### src/rtl/tmds_rx_if.sv
// ---------------------------------------------------------------------------
// tmds_rx_if: serial input and decoded output bundle for one TMDS channel.
// master = the decoder, slave = the downstream video sink / stream source.
// Optional feature macro: TMDS_RX_LOCK_STATS_EN (adds lock_loss_cnt).
// ---------------------------------------------------------------------------
interface tmds_rx_if;
  logic       serial_in;
  logic [7:0] data_out;
  logic [1:0] ctrl_out;
  logic       de_out;
  logic       sym_valid;
  logic       locked;
`ifdef TMDS_RX_LOCK_STATS_EN
  logic [15:0] lock_loss_cnt;

  modport master (
    input  serial_in,
    output data_out, ctrl_out, de_out, sym_valid, locked, lock_loss_cnt
  );
  modport slave (
    output serial_in,
    input  data_out, ctrl_out, de_out, sym_valid, locked, lock_loss_cnt
  );
`else
  modport master (
    input  serial_in,
    output data_out, ctrl_out, de_out, sym_valid, locked
  );
  modport slave (
    output serial_in,
    input  data_out, ctrl_out, de_out, sym_valid, locked
  );
`endif
endinterface

### src/rtl/tmds_rx_decoder.sv
// ---------------------------------------------------------------------------
// tmds_rx_decoder: one TMDS channel, serial in (LSB first), finds symbol
// boundaries by locking onto control tokens, then undoes DC balancing and the
// XOR/XNOR transition-minimisation stage.
// Optional feature macro: TMDS_RX_LOCK_STATS_EN (saturating lock-loss counter).
// ---------------------------------------------------------------------------
module tmds_rx_decoder #(
  parameter int LOCK_COUNT    = 4,
  parameter int TOKEN_TIMEOUT = 4096
) (
  input logic       clk,
  input logic       n_rst,
  tmds_rx_if.master rx
);

  localparam int TW  = $clog2(LOCK_COUNT + 1);
  localparam int TMW = $clog2(TOKEN_TIMEOUT + 1);
  localparam logic [TW-1:0]  LOCK_CNT_W = TW'(LOCK_COUNT);
  localparam logic [TMW-1:0] TMO_CNT_W  = TMW'(TOKEN_TIMEOUT);

  typedef enum logic [1:0] {S_SEARCH, S_VERIFY, S_LOCKED} state_e;

  state_e          state_q, state_d;
  logic [9:0]      sr_q, sr_d;
  logic [3:0]      bit_cnt_q, bit_cnt_d;
  logic [TW-1:0]   tok_cnt_q, tok_cnt_d;
  logic [TMW-1:0]  tmo_cnt_q, tmo_cnt_d;
  logic [7:0]      data_q, data_d;
  logic [1:0]      ctrl_q, ctrl_d;
  logic            de_q, de_d;
  logic            valid_q, valid_d;
  logic            locked_q, locked_d;

  logic            boundary;
  logic            is_tok;
  logic [1:0]      tok_val;
  logic [7:0]      qi;
  logic [7:0]      dec;

  // Shift the new bit in at the top; the match looks at the updated window.
  assign sr_d     = {rx.serial_in, sr_q[9:1]};
  assign boundary = (bit_cnt_q == 4'd9);

  // Control-token recognition and data decode on the updated window.
  always_comb begin
    // NOTE: every variable gets a default first so no path leaves it unassigned (no latch).
    is_tok  = 1'b1;
    tok_val = 2'b00;
    case (sr_d)
      10'b1101010100: tok_val = 2'b00;
      10'b0010101011: tok_val = 2'b01;
      10'b0101010100: tok_val = 2'b10;
      10'b1010101011: tok_val = 2'b11;
      default:        is_tok  = 1'b0;
    endcase
    // Undo DC-balance inversion, then the XOR (q[8]=1) or XNOR (q[8]=0) chain.
    qi     = sr_d[9] ? ~sr_d[7:0] : sr_d[7:0];
    dec    = 8'h00;
    dec[0] = qi[0];
    for (int i = 1; i < 8; i++) begin
      dec[i] = sr_d[8] ? (qi[i] ^ qi[i-1]) : ~(qi[i] ^ qi[i-1]);
    end
  end

  // Framing FSM next state, token/timeout counters and decoded outputs.
  always_comb begin
    state_d   = state_q;
    bit_cnt_d = boundary ? 4'd0 : bit_cnt_q + 4'd1;
    tok_cnt_d = tok_cnt_q;
    tmo_cnt_d = tmo_cnt_q;
    data_d    = data_q;
    ctrl_d    = ctrl_q;
    de_d      = de_q;
    valid_d   = 1'b0;
    case (state_q)
      S_SEARCH: begin
        if (is_tok) begin
          // The token just completed, so the next bit is q[0] of a new symbol.
          bit_cnt_d = 4'd0;
          tok_cnt_d = TW'(1);
          tmo_cnt_d = '0;
          state_d   = (LOCK_COUNT == 1) ? S_LOCKED : S_VERIFY;
        end
      end
      S_VERIFY: begin
        if (boundary) begin
          if (is_tok) begin
            tok_cnt_d = tok_cnt_q + TW'(1);
            if (tok_cnt_d == LOCK_CNT_W) begin
              state_d   = S_LOCKED;
              tmo_cnt_d = '0;
            end
          end else begin
            state_d   = S_SEARCH;
            tok_cnt_d = '0;
          end
        end
      end
      S_LOCKED: begin
        if (boundary) begin
          if (is_tok) begin
            valid_d   = 1'b1;
            de_d      = 1'b0;
            ctrl_d    = tok_val;
            data_d    = 8'h00;
            tmo_cnt_d = '0;
          end else begin
            tmo_cnt_d = tmo_cnt_q + TMW'(1);
            if (tmo_cnt_d == TMO_CNT_W) begin
              // Too long without a token: framing is suspect, drop this symbol.
              state_d   = S_SEARCH;
              tok_cnt_d = '0;
              tmo_cnt_d = '0;
            end else begin
              valid_d = 1'b1;
              de_d    = 1'b1;
              data_d  = dec;
            end
          end
        end
      end
      default: state_d = S_SEARCH;
    endcase
    locked_d = (state_d == S_LOCKED);
  end

`ifdef TMDS_RX_LOCK_STATS_EN
  logic [15:0] loss_cnt_q, loss_cnt_d;

  // Count LOCKED->SEARCH transitions, saturating at all-ones.
  always_comb begin
    loss_cnt_d = loss_cnt_q;
    if (state_q == S_LOCKED && state_d == S_SEARCH && loss_cnt_q != 16'hFFFF) begin
      loss_cnt_d = loss_cnt_q + 16'd1;
    end
  end

  // Lock-loss counter register, cleared only by reset.
  always_ff @(posedge clk) begin
    if (!n_rst) loss_cnt_q <= '0;
    else        loss_cnt_q <= loss_cnt_d;
  end

  assign rx.lock_loss_cnt = loss_cnt_q;
`endif

  // State and output registers.
  always_ff @(posedge clk) begin
    // NOTE: reset is synchronous; n_rst is only looked at on the rising clk edge.
    if (!n_rst) begin
      state_q   <= S_SEARCH;
      sr_q      <= '0;
      bit_cnt_q <= '0;
      tok_cnt_q <= '0;
      tmo_cnt_q <= '0;
      data_q    <= '0;
      ctrl_q    <= '0;
      de_q      <= 1'b0;
      valid_q   <= 1'b0;
      locked_q  <= 1'b0;
    end else begin
      // NOTE: non-blocking assignments so every flop samples pre-edge values.
      state_q   <= state_d;
      sr_q      <= sr_d;
      bit_cnt_q <= bit_cnt_d;
      tok_cnt_q <= tok_cnt_d;
      tmo_cnt_q <= tmo_cnt_d;
      data_q    <= data_d;
      ctrl_q    <= ctrl_d;
      de_q      <= de_d;
      valid_q   <= valid_d;
      locked_q  <= locked_d;
    end
  end

  assign rx.data_out  = data_q;
  assign rx.ctrl_out  = ctrl_q;
  assign rx.de_out    = de_q;
  assign rx.sym_valid = valid_q;
  assign rx.locked    = locked_q;

endmodule

### src/flat_wrapper.sv
// flat-port wrapper written by rule: the top's interface ports become plain ports
module tmds_rx_decoder_flat 
#(
  parameter int LOCK_COUNT    = 4,
  parameter int TOKEN_TIMEOUT = 4096
)
  (clk, n_rst, rx_serial_in, rx_data_out, rx_ctrl_out, rx_de_out, rx_sym_valid, rx_locked);
  tmds_rx_if rx_i ();
  input logic clk;
  input logic n_rst;
  input wire logic [$bits(rx_i.serial_in)-1:0] rx_serial_in;
  output wire logic [$bits(rx_i.data_out)-1:0] rx_data_out;
  output wire logic [$bits(rx_i.ctrl_out)-1:0] rx_ctrl_out;
  output wire logic [$bits(rx_i.de_out)-1:0] rx_de_out;
  output wire logic [$bits(rx_i.sym_valid)-1:0] rx_sym_valid;
  output wire logic [$bits(rx_i.locked)-1:0] rx_locked;
  assign rx_i.serial_in = rx_serial_in;
  assign rx_data_out = rx_i.data_out;
  assign rx_ctrl_out = rx_i.ctrl_out;
  assign rx_de_out = rx_i.de_out;
  assign rx_sym_valid = rx_i.sym_valid;
  assign rx_locked = rx_i.locked;
  tmds_rx_decoder #(.LOCK_COUNT(LOCK_COUNT), .TOKEN_TIMEOUT(TOKEN_TIMEOUT)) u_core (.clk(clk), .n_rst(n_rst), .rx(rx_i));
endmodule
### config.mk
export PLATFORM = sky130hd
export DESIGN_NAME = tmds_rx_decoder_flat
export DESIGN_NICKNAME = d
export VERILOG_FILES = /design/src/rtl/tmds_rx_if.sv /design/src/rtl/tmds_rx_decoder.sv /design/src/flat_wrapper.sv
export SDC_FILE = /design/constraint.sdc
export NUM_CORES = 1
export LEC_CHECK = 0
export CAP_MARGIN = 20
export CORE_MARGIN = 2
export CORE_UTILIZATION = 35
export DETAILED_ROUTE_END_ITERATION = 6
export PLACE_DENSITY = 0.62
export RECOVER_POWER = 100
export SETUP_SLACK_MARGIN = 0.2
export SYNTH_ARGS = -nofsm -noshare
export SYNTH_HDL_FRONTEND = slang
export SYNTH_SLANG_ARGS = --single-unit
### constraint.sdc
create_clock -name clk -period 2.8 [get_ports clk]
set_clock_uncertainty 0.15 [all_clocks]
set_input_delay 0.56 -clock clk [delete_from_list [all_inputs] [get_ports clk]]
set_output_delay 0.56 -clock clk [all_outputs]
set_load 0.01 [all_outputs]
==> run summary <==
Clock tree
- 5 — number of CTS-inserted buffers
- 0.30 ns — clock latency of the later-clocked register in the worst-skew pair
- 2 — maximum number of buffers from clock root to sink
- 0.09 ns — Worst-path clk slew
- 2 — H-tree levels
- clkbuf_8 — root buffer cell
- 0 — Post-CTS Setup Inserts
- built — CTS tree
- 44 — number of sinks on the clock net

Logic synthesis
- 28.3% — simple-gate share of the synthesized area
- 18.9% — share of the synthesized area in compound gates (AO/OA/AOI/OAI)
- dfxtp_1 37%, nand2_1 6.9%, ha_1 4.7%, o21ai_0 4.6%, xnor2_1 4.4% — cells taking the most area after synthesis
- 54 — library cells used by synthesis
- 0 — number of enable-type register cells in the synthesized netlist
- 5.46% — synthesized-area fraction occupied by xor and xnor cells
- 8.50 um^2 — average instance area after synthesis
- 4.68% — fraction of the mapped netlist area in adder cells
- 295 — Synth Net Count
- 44 — post-synthesis register bit count
- 283 — gate count after technology mapping
- 0 — warning count from the yosys run
- 2.08% — portion of netlist area occupied by mux cells
- 36.6% — register area share after synthesis
- 36.6% — area share of the largest cell type after synthesis
- 2410 um^2 — Mapped Area
- simple AND/OR/NAND/NOR gates — combinational family with the most area after synthesis
- dfxtp_1 — post-synth top area cell
- 0% — Async SR Flop Fraction
- dfxtp_1 — Primary FF master, synth

Finish
- 16.8% — Area growth syn-to-layout
- 44 x nand2_1, 42 x dfxtp_1, 22 x o21ai_0 — commonest non-fill, non-tap cells in the layout
- 0 — # diodes
- nand2_1 — leading cell type in the layout, fill and taps excluded
- 317 — layout net count
- 12.7% — layout cell share with drive strength beyond 1
- 41.8% — final design utilization

Drt
- 0 — total DRC errors in the routed layout
- 4 — TritonRoute pass-1 iters
- 13.4 um — routed wire length per instance
- 2,032 — detailed-route via count
- 5.26 — via density per instance
- 131 — drt first-iter violations
- 0 — remaining antenna violation count after routing
- 5170 um — detailed-route wire length

GRT
- 0 — number of antenna violations at the first check in global routing
- 0 — GR Overflow Total
- 14.0% — total global-route track usage
- 1,824 — vias in the first global route
- 8470 um — first-pass GRT wire length
- 15 — largest net degree at the start of global routing

Floorplanning
- 30 — Cell Rows
- 7550 um^2 — Die Area
- 86.9 um — overall die width
- 6720 um^2 — placeable core area
- 35.8% — starting density of the core
- 86.9 um — floorplan die height
- 16 — I/O pin cnt

Worst setup path
- 2.88 ns — Req. time, crit path
- flip-flop to flip-flop — Crit Path Category
- 0.51 ns — maximum cell stage delay along the critical path
- flip-flop — kind of end point of the critical path
- or3_4 — cell with the largest stage delay on the worst path
- 8 — CP Max Fanout
- nand3_4 -> nor4_4 -> o2111ai_1 -> or3_4 -> o41ai_4 -> mux2i_1 — cell chain of the critical path
- flip-flop — launching element type of the critical path
- 2.62 ns — arrival time of data at the critical path endpoint
- simple AND/OR/NAND/NOR gates — crit-path leading delay family
- 0 — Buffers & Inverters on Critical Path

Placed design
- 3610 um — DP Wirelength
- 15 — Port-buffer cells
- 0.771 — final estimated routing congestion in global placement

STA
- 90.8% — final worst path period share
- 0 ns — Post-Route Setup TNS
- 0 — Final Max Slew Viols
- 0 — Fin. Hold Viols
- 0 — final count of negative-setup-slack endpoints
- 2.54 ns — minimum period implied by the final worst setup slack
- 62.8% — worst relative slew slack
- no — setup repair after global routing missed its margin
- 0.558 ns — Worst-Margin Slew
- 393 MHz — achievable frequency

Power
- 397 nW/um^2 — power per unit of standard cell area
- 1.08 nW — reported leakage power
- 0.171 mV — VDD IR max

Status
- finished, final reports clean — outcome

Worst hold path
- flip-flop to flip-flop — Min-Delay Path Class

Flow run
- 0 — MaxCap Viol Count

==> final timing paths <==
| check | start | end | slack (ns) | cells after the start |
|---|---|---|---|---|
| worst max-delay path | u_core.tmo_cnt_q[3]$_SDFFE_PN0P_ | u_core.tok_cnt_q[1]$_SDFFE_PN0P_ | 0.26 | 6 |
| worst min-delay path | u_core.rx.de_out$_SDFFE_PN0P_ | u_core.rx.de_out$_SDFFE_PN0P_ | 0.30 | 2 |
| worst max register to register | u_core.tmo_cnt_q[3]$_SDFFE_PN0P_ | u_core.tok_cnt_q[1]$_SDFFE_PN0P_ | 0.26 | 6 |
| worst min register to register | u_core.rx.de_out$_SDFFE_PN0P_ | u_core.rx.de_out$_SDFFE_PN0P_ | 0.30 | 2 |
==> stage by stage <==
| step | worst slack, ns | power [mW] | area (um^2) | instances | hold slack (ns) |
|---|---|---|---|---|---|
| 2_1_floorplan | 0.469 | 0.688 | 2410 | 283 | 0.305 |
| 3_3_place_gp | 0.279 | 0.705 | 2680 | 377 | 0.288 |
| 3_5_place_dp | 0.190 | 0.705 | 2680 | 377 | 0.295 |
| 4_1_cts | 0.222 | 1.13 | 2770 | 385 | 0.309 |
| 5_1_grt | 0.105 | 1.16 | 2810 | 386 | 0.337 |
| 6_report | 0.259 | 1.12 | 2810 | 386 | 0.298 |
==> sequential cells by signal, summed over array words and instances, names as in the netlist <==
signal / cells
u_core.bit_cnt_q: 4
u_core.rx.ctrl_out: 2
u_core.rx.data_out: 8
u_core.rx.de_out: 1
u_core.rx.locked: 1
u_core.rx.sym_valid: 1
u_core.sr_q: 9
u_core.state_q: 2
u_core.tmo_cnt_q: 13
u_core.tok_cnt_q: 3
==> kinds of logic after synthesis <==
family / Yosys count
compound gates: 64
mux: 5
xor+xnor: 15
fa+ha+maj: 9
flops: 44
buf+inv: 21
simple gates: 125
==> report_power, final <==
group / internal [mW] / switching [mW] / leakage (nW)
Clock: 0.201 / 0.225 / 0.0445
Sequential: 0.632 / 0.0107 / 0.357
Combinational: 0.0218 / 0.0255 / 0.682
==> area by class of cell <==
class,count,area (um^2)
fillers,670,3910
multi-input cells,219,1470
flip-flops and latches,44,883
repair buffers,26,229
well taps,80,100
clock buffers,7,86.3
inverters,9,33.8
clock inverters,1,7.51
==> timing repair <==
item                                    in CTS  in global routing
pin swaps                                    2                  0
endpoints found under the setup margin      12                 16
resized for setup                            1                 12
cloned                                       0                  1
hold buffers                                 0                  0
==> worst min-delay path, delay by kind of cell (launching register included) <==
| kind | cells | cell delay, ns |
|---|---|---|
| flops | 1 | 0.32 |
| simple gates | 2 | 0.09 |
==> routing by layer <==
| metal | share of wire [%] | wire length (um) | global-route usage [%] | up-vias |
|---|---|---|---|---|
| met4 | 1.3 | 67 | 5.40 | 0 |
| li1 | - | - | - | 1058 |
| met5 | 0 | 0 | 0 | - |
| met2 | 46 | 2360 | 20.8 | 35 |
| met3 | 3.4 | 176 | 3.13 | 8 |
| met1 | 50 | 2570 | 19.8 | 931 |
==> cells in the mapped netlist (2+ instances only) <==
| library cell | count |
|---|---|
| o21bai_1 | 3 |
| nor4bb_1 | 3 |
| clkbuf_1 | 10 |
| nor2b_1 | 2 |
| nor3_1 | 7 |
| nand3_1 | 10 |
| a21oi_1 | 9 |
| nor2_1 | 18 |
| nor4_1 | 4 |
| nand4_1 | 4 |
| o21ai_0 | 22 |
| dfxtp_1 | 44 |
| and2_1 | 10 |
| a211o_1 | 4 |
| nand2_1 | 44 |
| nor3b_1 | 4 |
| or3_2 | 4 |
| o211ai_1 | 3 |
| a22oi_1 | 2 |
| mux2i_1 | 5 |
| nand2b_1 | 2 |
| xnor2_1 | 12 |
| a31oi_1 | 3 |
| inv_1 | 9 |
| o22ai_1 | 2 |
| o31ai_1 | 2 |
| ha_1 | 9 |
| a21o_1 | 2 |
| or3_1 | 2 |
| xor2_1 | 3 |
| a211oi_1 | 2 |
No activity file was read; power rests on OpenSTA's default activity.
